--- src/rtl/bcd_pkg.sv ---
// Shared types and constants for the sequential packed-BCD adder.
package bcd_pkg;

    typedef logic [3:0] bcd_digit_t;

    localparam int unsigned BCD_MAX  = 9;
    localparam int unsigned BCD_CORR = 6;

    typedef enum logic [1:0] {
        IDLE = 2'd0,
        RUN  = 2'd1,
        DONE = 2'd2
    } ctrl_state_t;

    function automatic logic bcd_digit_invalid(input bcd_digit_t d);
        return d > 4'(BCD_MAX);
    endfunction

endpackage

--- src/rtl/bcd_seq_adder_ctrl_if.sv ---
// Operand/result handshake bundle between producer, adder controller and consumer.
interface bcd_seq_adder_ctrl_if #(
    parameter int unsigned NDIG = 8
);
    localparam int unsigned W = 4 * NDIG;

    logic         in_valid;
    logic         in_ready;
    logic [W-1:0] A;
    logic [W-1:0] B;
    logic         Cin;
    logic         out_valid;
    logic         out_ready;
    logic [W-1:0] S;
    logic         Cout;
    logic         err;
    logic         busy;

    modport master (
        output in_valid, A, B, Cin, out_ready,
        input  in_ready, out_valid, S, Cout, err, busy
    );

    modport slave (
        input  in_valid, A, B, Cin, out_ready,
        output in_ready, out_valid, S, Cout, err, busy
    );

endinterface

--- src/rtl/bcd2_slice.sv ---
// Combinational two-digit BCD adder slice, digit 0 carry ripples into digit 1.
module bcd2_slice
    import bcd_pkg::*;
(
    input  logic [7:0] a,
    input  logic [7:0] b,
    input  logic       cin,
    output logic [7:0] s,
    output logic       cout
);

    logic [4:0] t0;
    logic [4:0] t1;
    logic       c0;

    always_comb begin
        t0      = 5'(a[3:0]) + 5'(b[3:0]) + 5'(cin);
        c0      = t0 > 5'(BCD_MAX);
        s[3:0]  = c0 ? 4'(t0 + 5'(BCD_CORR)) : t0[3:0];
        t1      = 5'(a[7:4]) + 5'(b[7:4]) + 5'(c0);
        cout    = t1 > 5'(BCD_MAX);
        s[7:4]  = cout ? 4'(t1 + 5'(BCD_CORR)) : t1[3:0];
    end

endmodule

--- src/rtl/bcd_seq_adder_ctrl.sv ---
// Multi-digit packed-BCD adder reusing one 2-digit slice, LS digit pair first.
module bcd_seq_adder_ctrl
    import bcd_pkg::*;
#(
    parameter int unsigned NDIG = 8
) (
    input  logic                 clk,
    input  logic                 reset,
    bcd_seq_adder_ctrl_if.slave  bus
);

    localparam int unsigned W     = 4 * NDIG;
    localparam int unsigned NPAIR = NDIG / 2;
    localparam int unsigned IDXW  = (NPAIR > 1) ? $clog2(NPAIR) : 1;

    ctrl_state_t     state;
    ctrl_state_t     state_d;
    logic [W-1:0]    a_q;
    logic [W-1:0]    b_q;
    logic [W-1:0]    s_q;
    logic [IDXW-1:0] idx_q;
    logic            carry_q;
    logic            cout_q;
    logic            err_q;
    logic            in_ready_q;
    logic            out_valid_q;
    logic            busy_q;
    logic            in_ready_d;
    logic            out_valid_d;
    logic            busy_d;

    logic [7:0]      pair_a;
    logic [7:0]      pair_b;
    logic [7:0]      pair_s;
    logic            pair_cout;
    logic            accept_c;
    logic            last_c;
    logic            err_c;

    assign accept_c = (state == IDLE) && bus.in_valid;
    assign last_c   = (idx_q == IDXW'(NPAIR - 1));
    assign pair_a   = a_q[8*idx_q +: 8];
    assign pair_b   = b_q[8*idx_q +: 8];

    bcd2_slice u_slice (
        .a    (pair_a),
        .b    (pair_b),
        .cin  (carry_q),
        .s    (pair_s),
        .cout (pair_cout)
    );

    // Any out-of-range nibble on either incoming operand
    always_comb begin
        err_c = 1'b0;
        for (int i = 0; i < int'(NDIG); i++) begin
            err_c = err_c | bcd_digit_invalid(bus.A[4*i +: 4])
                          | bcd_digit_invalid(bus.B[4*i +: 4]);
        end
    end

    always_ff @(posedge clk or posedge reset) begin
        if (reset) begin
            state <= IDLE;
        end else begin
            state <= state_d;
        end
    end

    always_comb begin
        state_d = state;
        case (state)
            IDLE:    if (bus.in_valid) state_d = RUN;
            RUN:     if (last_c)       state_d = DONE;
            DONE:    if (bus.out_ready) state_d = IDLE;
            default: state_d = IDLE;
        endcase
    end

    // Handshake flags are registered from the upcoming state
    always_comb begin
        in_ready_d  = (state_d == IDLE);
        out_valid_d = (state_d == DONE);
        busy_d      = (state_d != IDLE);
    end

    always_ff @(posedge clk or posedge reset) begin
        if (reset) begin
            in_ready_q  <= 1'b1;
            out_valid_q <= 1'b0;
            busy_q      <= 1'b0;
            a_q         <= '0;
            b_q         <= '0;
            s_q         <= '0;
            idx_q       <= '0;
            carry_q     <= 1'b0;
            cout_q      <= 1'b0;
            err_q       <= 1'b0;
        end else begin
            in_ready_q  <= in_ready_d;
            out_valid_q <= out_valid_d;
            busy_q      <= busy_d;
            if (accept_c) begin
                a_q     <= bus.A;
                b_q     <= bus.B;
                carry_q <= bus.Cin;
                idx_q   <= '0;
                s_q     <= '0;
                cout_q  <= 1'b0;
                err_q   <= err_c;
            end else if (state == RUN) begin
                s_q[8*idx_q +: 8] <= pair_s;
                carry_q           <= pair_cout;
                idx_q             <= IDXW'(idx_q + 1'b1);
                if (last_c) begin
                    cout_q <= pair_cout;
                end
            end
        end
    end

    assign bus.in_ready  = in_ready_q;
    assign bus.out_valid = out_valid_q;
    assign bus.busy      = busy_q;
    assign bus.S         = s_q;
    assign bus.Cout      = cout_q;
    assign bus.err       = err_q;

endmodule

--- src/flat_wrapper.sv ---
// flat-port wrapper written by rule: the top's interface ports become plain ports
module bcd_seq_adder_ctrl_flat import bcd_pkg::*;
#(
    parameter int unsigned NDIG = 8
)
  (clk, reset, bus_in_valid, bus_A, bus_B, bus_Cin, bus_out_ready, bus_in_ready, bus_out_valid, bus_S, bus_Cout, bus_err, bus_busy);
  bcd_seq_adder_ctrl_if #(.NDIG(NDIG)) bus_i ();
  input  logic clk;
  input  logic reset;
  input wire logic [$bits(bus_i.in_valid)-1:0] bus_in_valid;
  input wire logic [$bits(bus_i.A)-1:0] bus_A;
  input wire logic [$bits(bus_i.B)-1:0] bus_B;
  input wire logic [$bits(bus_i.Cin)-1:0] bus_Cin;
  input wire logic [$bits(bus_i.out_ready)-1:0] bus_out_ready;
  output wire logic [$bits(bus_i.in_ready)-1:0] bus_in_ready;
  output wire logic [$bits(bus_i.out_valid)-1:0] bus_out_valid;
  output wire logic [$bits(bus_i.S)-1:0] bus_S;
  output wire logic [$bits(bus_i.Cout)-1:0] bus_Cout;
  output wire logic [$bits(bus_i.err)-1:0] bus_err;
  output wire logic [$bits(bus_i.busy)-1:0] bus_busy;
  assign bus_i.in_valid = bus_in_valid;
  assign bus_i.A = bus_A;
  assign bus_i.B = bus_B;
  assign bus_i.Cin = bus_Cin;
  assign bus_i.out_ready = bus_out_ready;
  assign bus_in_ready = bus_i.in_ready;
  assign bus_out_valid = bus_i.out_valid;
  assign bus_S = bus_i.S;
  assign bus_Cout = bus_i.Cout;
  assign bus_err = bus_i.err;
  assign bus_busy = bus_i.busy;
  bcd_seq_adder_ctrl #(.NDIG(NDIG)) u_core (.clk(clk), .reset(reset), .bus(bus_i));
endmodule
--- config.mk ---
export PLATFORM = sky130hd
export DESIGN_NAME = bcd_seq_adder_ctrl_flat
export DESIGN_NICKNAME = d
export VERILOG_FILES = /design/src/rtl/bcd_pkg.sv /design/src/rtl/bcd_seq_adder_ctrl_if.sv /design/src/rtl/bcd2_slice.sv /design/src/rtl/bcd_seq_adder_ctrl.sv /design/src/flat_wrapper.sv
export SDC_FILE = /design/constraint.sdc
export NUM_CORES = 1
export LEC_CHECK = 0
export CORE_MARGIN = 1
export CORE_UTILIZATION = 50
export DETAILED_ROUTE_END_ITERATION = 6
export PLACE_DENSITY_LB_ADDON = 0.1
export SYNTH_ARGS = -nofsm -noshare
export SYNTH_HDL_FRONTEND = slang
export SYNTH_SLANG_ARGS = --single-unit
--- constraint.sdc ---
create_clock -name clk -period 11.9 [get_ports clk]
set_input_delay 2.38 -clock clk [delete_from_list [all_inputs] [get_ports clk]]
set_output_delay 2.38 -clock clk [all_outputs]
set_load 0.1 [all_outputs]
==> summary.md, run 1 <==
| Metric | Value |
|---|---|
| Hold Vio Cnt, Final | 0 |
| Hold path startpoint | u_core.bus.S[8] |
| Worst R2R Start | u_core.idx_q[0] |
| Net Count, Synth | 501 |
| Root Driver | clkbuf_8 |
| Crit path DAT | 5.32 ns |
| Setup tns final | 0 ns |
| Vias per cell | 5.48 |
| Io pins | 106 |
| Crit end category | register |
| Crit path required time | 12.14 ns |
| CP startpoint | u_core.idx_q[0] |
| Vias in the first global route | 3,742 |
| Clock transition at path regs | 0.09 ns |
| Port Buffers | 105 |
| WL/cell | 17.0 um |
| Nets | 605 |
| Synth Instances | 416 |
| EDFF count, synth | 0 |
| RSZ-0062 raised after global routing | no |
| Async set or reset register ratio after synthesis | 100% |
| Setup Viol. Count Final | 0 |
| Worst slew pin tran | 0.975 ns |
| Hold buffer count at cts | 0 |
| Synth Cell Area | 0.00517 mm2 |
| Number of buffers created by CTS | 9 |
| Area delta synth->final | 26.5% |
| Top FF cell, synth | dfrtp_1 |
| Via count | 3,607 |
| CP Launch Type | register |
| Sequential area share after synthesis | 51.3% |
| DIE AREA | 0.0108 mm2 |
| Hold Path Class | reg -> reg |
| First-pass GRT wire length | 19.0 mm |
| H-tree depth | 3 |
| Initial core utilization | 52.2% |
| Post-cts gate resize count | 0 |
| Fin crit period | 5.09 ns |
| Yosys cell types | 55 |
| Grt ovf | 0 |
| Seq cells post-synth | 106 |
| CTS tree | yes |
| WL final | 11.2 mm |
| FILL cells | 800 |
| Post-CTS setup buffers | 0 |
| Synthesis warning total | 0 |
| ANT nets after route | 0 |
| Final Skew | 0.0139 ns |
| Core ar. | 0.00991 mm2 |
| Status | finished clean |
| Clock sink count | 106 |
| Highest-count cells in the layout ignoring fill and taps | clkdlybuf4s50_1, dfrtp_1, mux2_2 |
| First-pass DRT Iterations | 6 |
| Crit-path max FO | 7 |
| Initial antenna violation count | 0 |
| Die Height | 104 um |
| Syn_area_per_cell | 12.4 um2 |
| Final slew viol count | 0 |
| ANT cells | 0 |
| DRC | 0 |
| # rows | 36 |
| Gpl congestion | 0.786 |
| Max Freq | 197 MHz |
| HPWL after DPL | 8.36 mm |
| Worst slew margin | 34.8% |
| Clock Latency Late Sink | 0.37 ns |
| Kind of critical path | reg -> reg |
| DIE WIDTH | 104 um |
| DRT iter0 DRCs | 128 |
| Largest net degree at the start of global routing | 72 |
| Total of max-cap violations | 0 |
| Total global-route track usage | 22.5% |
| Period utilization | 42.7% |
| Clk buf depth | 2 |
| Ratio of cells with drive above 1 in the final layout | 21.0% |
[routing by layer]
layer	wire length (um)	vias up	GRT usage (%)	part of all wire, %
met3	428	16	3.52	3.8
met2	5340	103	36.9	48
met1	5210	1783	30.4	47
met5	0	-	0	0
li1	-	1705	-	-
met4	212	0	8.78	1.9
[logic make-up after synthesis]
kind of cell | count (synthesis) | share of synthesized area, %
DFF | 106 | 51.3
and+or+nand+nor | 88 | 8.25
AOI/OAI and AO/OA | 85 | 10.4
muxes | 83 | 21.5
buffers and inverters | 35 | 3.41
adders and majority gates | 16 | 4.45
xor gates and xnor gates | 3 | 0.653
[cells in the mapped netlist (all sizes together), types with 2 or more instances]
library cell	number	area [um2]
nor2	12	47.6
clkbuf	4	15.0
a211oi	3	27.5
nand3	3	15.0
a2111oi	2	23.8
a21o	10	75.1
or2	2	12.5
mux2	64	721
nand2	44	165
xnor2	2	17.5
fa	4	80.1
o21ai	45	225
a22o	4	35.0
mux4	16	360
mux2i	3	30.0
inv	19	71.3
nand4b	2	17.5
ha	12	150
dfrtp	105	2630
o21bai	2	18.8
and2	2	12.5
a31oi	2	12.5
and3	2	17.5
buf	12	90.1
nand2b	5	31.3
nand4	5	31.3
a21oi	10	61.3
nor3	5	30.0
[state kept, by name, summed over array words and instances, names as in the netlist]
name                  flops
u_core.a_q               32
u_core.b_q               32
u_core.bus.Cout           1
u_core.bus.S             32
u_core.bus.busy           1
u_core.bus.err            1
u_core.bus.in_ready       1
u_core.bus.out_valid      1
u_core.carry_q            1
u_core.idx_q              2
u_core.state              2
[through the flow]
stage | setup slack (ns) | cells | hold WS (ns) | instance area (um2) | utilization, %
final | 6.81 | 658 | 0.486 | 6540 | 66.0
after global routing | 6.43 | 658 | 0.506 | 6540 | 66.0
after detailed placement | 6.90 | 642 | 0.473 | 6320 | 63.8
after floorplan | 6.73 | 416 | 0.452 | 5170 | -
after global placement | 7.02 | 642 | 0.461 | 6320 | 63.8
after CTS | 6.86 | 658 | 0.492 | 6540 | 66.0
[layout make-up]
| type | instances | area [um2] | area share, % |
|---|---|---|---|
| inverter | 19 | 73.8 | 1.13 |
| timing repair buffer | 109 | 1080 | 16.5 |
| sequential | 106 | 2650 | 40.6 |
| multi-input combinational | 275 | 2350 | 35.9 |
| clock inverter | 5 | 77.6 | 1.19 |
| clock buffer | 11 | 141 | 2.16 |
| tap | 133 | 166 | 2.54 |
[critical path, cell delays in order, from the launching register on]
cell,delay (ns)
dfrtp_1,0.59
mux4_2,0.58
fa_1,0.45
fa_1,0.47
a21o_1,0.21
a21oi_1,0.16
a21boi_0,0.27
fa_1,0.23
inv_1,0.06
fa_1,0.41
xor2_2,0.23
inv_1,0.08
ha_1,0.26
and2_1,0.17
o311a_1,0.36
a211oi_2,0.29
o21ai_1,0.13
[path summary, 6_finish.rpt]
check | endpoint | slack, ns | depth (start not counted)
setup reg to reg | u_core.bus.S[14] | 6.81 | 16
hold reg to reg | u_core.bus.S[8] | 0.49 | 2
hold / removal | u_core.bus.S[8] | 0.49 | 2
max in group asynchronous | u_core.carry_q | 8.27 | 3
min in group asynchronous | u_core.bus.S[11] | 2.37 | 2
setup / recovery | u_core.bus.S[14] | 6.81 | 16
Power of run 1 is not shown: default switching activity piles up to over one toggle a cycle in this logic, so the estimate is an artifact.
==> inputs of run 2 (changes only) <==
- clock period: 11.9 -> 5.1 ns (I/O delays scaled with it)
==> run 2 against run 1 <==
Net effect:
- design area barely moved
- cell count up 0.30%
- register-to-register slack lost 6.5 ns
- via count increased by 0.86%
- first-iteration DRC count is 25% lower
- utilization about the same
- worst hold slack worse by 0.0016 ns
- worst setup slack lost 6.5 ns
==> summary.md, run 2 (synthesized netlist as in run 1, its figures left out) <==
| Metric | Value |
|---|---|
| Hold Path Class | reg -> reg |
| Met1 usage | 29.8% (-0.52 points) |
| FF/Latch Area | 0.00265 mm2 (unchanged) |
| Period utilization | 94.2% (+51 points) |
| Total of max-cap violations | 0 (unchanged) |
| FILL cells | 783 (-2.1%) |
| DRT iter0 DRCs | 96 (-25%) |
| Clock Latency Late Sink | 0.37 ns (about the same) |
| Slowest-stage cell, CP | mux4_2 |
| M2 GR Usage | 35.6% (-1.3 points) |
| ANT cells | 0 (unchanged) |
| DRC | 0 (unchanged) |
| # rows | 36 (unchanged) |
| Hold buffer count at cts | 0 (unchanged) |
| HPWL after DPL | 8.31 mm (-0.59%) |
| Hold Vio Cnt, Final | 0 (unchanged) |
| Most used cell, CP | fa_1 |
| RSZ-0062 raised after global routing | no |
| CP Launch Type | register |
| Final non-filler cell total | 660 (+0.30%) |
| ANT nets after route | 0 (unchanged) |
| Status | finished clean |
| Crit path DAT | 5.05 ns (-0.27 ns) |
| Ratio of cells with drive above 1 in the final layout | 21.6% (+0.68 points) |
| Area of the multi-input gates | 0.00236 mm2 (+0.48%) |
| Nets | 607 (+0.33%) |
| Final slew viol count | 0 (unchanged) |
| Crit path required time | 5.34 ns (-6.80 ns) |
| CP max stage delay | 0.54 ns (-0.05 ns) |
| Vias per cell | 5.51 (+0.55%) |
| Total global-route track usage | 22.1% (-0.42 points) |
| Vias in the first global route | 3,644 (-2.6%) |
| First-pass GRT wire length | 18.5 mm (-2.8%) |
| Grt ovf | 0 (unchanged) |
| Clock sink count | 106 (unchanged) |
| Post-cts gate resize count | 0 (unchanged) |
| Setup tns final | 0 ns (unchanged) |
| CTS tree | yes |
| DIE AREA | 0.0108 mm2 (unchanged) |
| Die Height | 104 um (unchanged) |
| Root Driver | clkbuf_8 |
| DIE WIDTH | 104 um (unchanged) |
| Crit-path max FO | 5 (-2) |
| Gpl congestion | 0.791 (+0.67%) |
| Io pins | 106 (unchanged) |
| WL final | 11.1 mm (-0.38%) |
| Clock transition at path regs | 0.10 ns (about the same) |
| Initial core utilization | 52.2% (unchanged) |
| Placed cells | 644 (+0.31%) |
| Max Freq | 208 MHz (+5.9%) |
| WL/cell | 16.9 um (-0.68%) |
| Port Buffers | 105 (unchanged) |
| Routing usage on met3 | 3.08% (-0.44 points) |
| Area delta synth->final | 26.4% (about the same) |
| Kind of critical path | reg -> reg |
| Core ar. | 0.00991 mm2 (unchanged) |
| Via count | 3,638 (+0.86%) |
| Crit end category | register |
| Initial antenna violation count | 0 (unchanged) |
| H-tree depth | 3 (unchanged) |
| Post-CTS setup buffers | 0 (unchanged) |
| Largest net degree at the start of global routing | 84 (+17%) |
| Number of buffers created by CTS | 9 (unchanged) |
| Setup Viol. Count Final | 0 (unchanged) |
| Clk buf depth | 2 (unchanged) |
| Fin crit period | 4.80 ns (-0.282 ns) |
| First-pass DRT Iterations | 4 (-2) |
| Worst path cell trace | mux4_2 > fa_1 > fa_1 > xnor2_1 > nand2_1 > a21boi_2 > fa_1 > inv_1 > fa_1 > xor2_2 > inv_1 > ha_1 > and2_1 > o311a_1 > a211oi_4 > o21ai_1 |
| Highest-count cells in the layout ignoring fill and taps | clkdlybuf4s50_1, dfrtp_1, mux2_2 |
| Worst slew pin tran | 0.995 ns (+0.0198 ns) |
| Worst slew margin | 33.7% (-1.1 points) |
| Final Skew | 0.0141 ns (+0.000272 ns) |
| Gr busiest metal | met2 |
run 2: area by class of cell:
type                            count  area share, %
Multi-Input combinational cell    275           36.1
Sequential cell                   106           40.6
Clock inverter                      5          0.574
Clock buffer                       11           2.32
Tap cell                          133           2.55
Timing Repair Buffer              111           16.8
Inverter                           19           1.13
run 2: stage by stage:
stage / cell area (um2) / utilization, % / hold WS (ns) / setup slack (ns)
3_5_place_dp: 6340 / 64.0 / 0.469 / 0.115
6_report: 6540 / 66.0 / 0.484 / 0.296
3_3_place_gp: 6340 / 64.0 / 0.460 / 0.298
2_1_floorplan: 5170 / - / 0.452 / 0.265
5_1_grt: 6540 / 66.0 / 0.506 / 0.00900
4_1_cts: 6530 / 65.9 / 0.492 / 0.0770
run 2: critical path, delay by kind of cell (launching register included):
kind	cells	cell delay [ns]
compound gates	4	0.93
xor+xnor	2	0.53
fa+ha+maj	5	1.82
buf+inv	2	0.12
flops	1	0.43
mux	1	0.54
simple gates	2	0.29
run 2: path summary, 6_finish.rpt:
| check | startpoint | end | cells past startpoint | slack, ns |
|---|---|---|---|---|
| setup reg to reg | u_core.idx_q[0] | u_core.bus.S[14] | 16 | 0.30 |
| setup / recovery | u_core.idx_q[0] | u_core.bus.S[14] | 16 | 0.30 |
| hold reg to reg | u_core.bus.S[8] | u_core.bus.S[8] | 2 | 0.48 |
| min in group asynchronous | reset | u_core.bus.S[11] | 2 | 1.19 |
| max in group asynchronous | reset | u_core.a_q[2] | 3 | 3.01 |
| hold / removal | u_core.bus.S[8] | u_core.bus.S[8] | 2 | 0.48 |
run 2: layer usage:
metal	wire, um	up-vias
met5	0	-
met4	329	0
met3	464	22
met2	5310	113
met1	5050	1792
li1	-	1711
Power of run 2 is left out for the same reason.
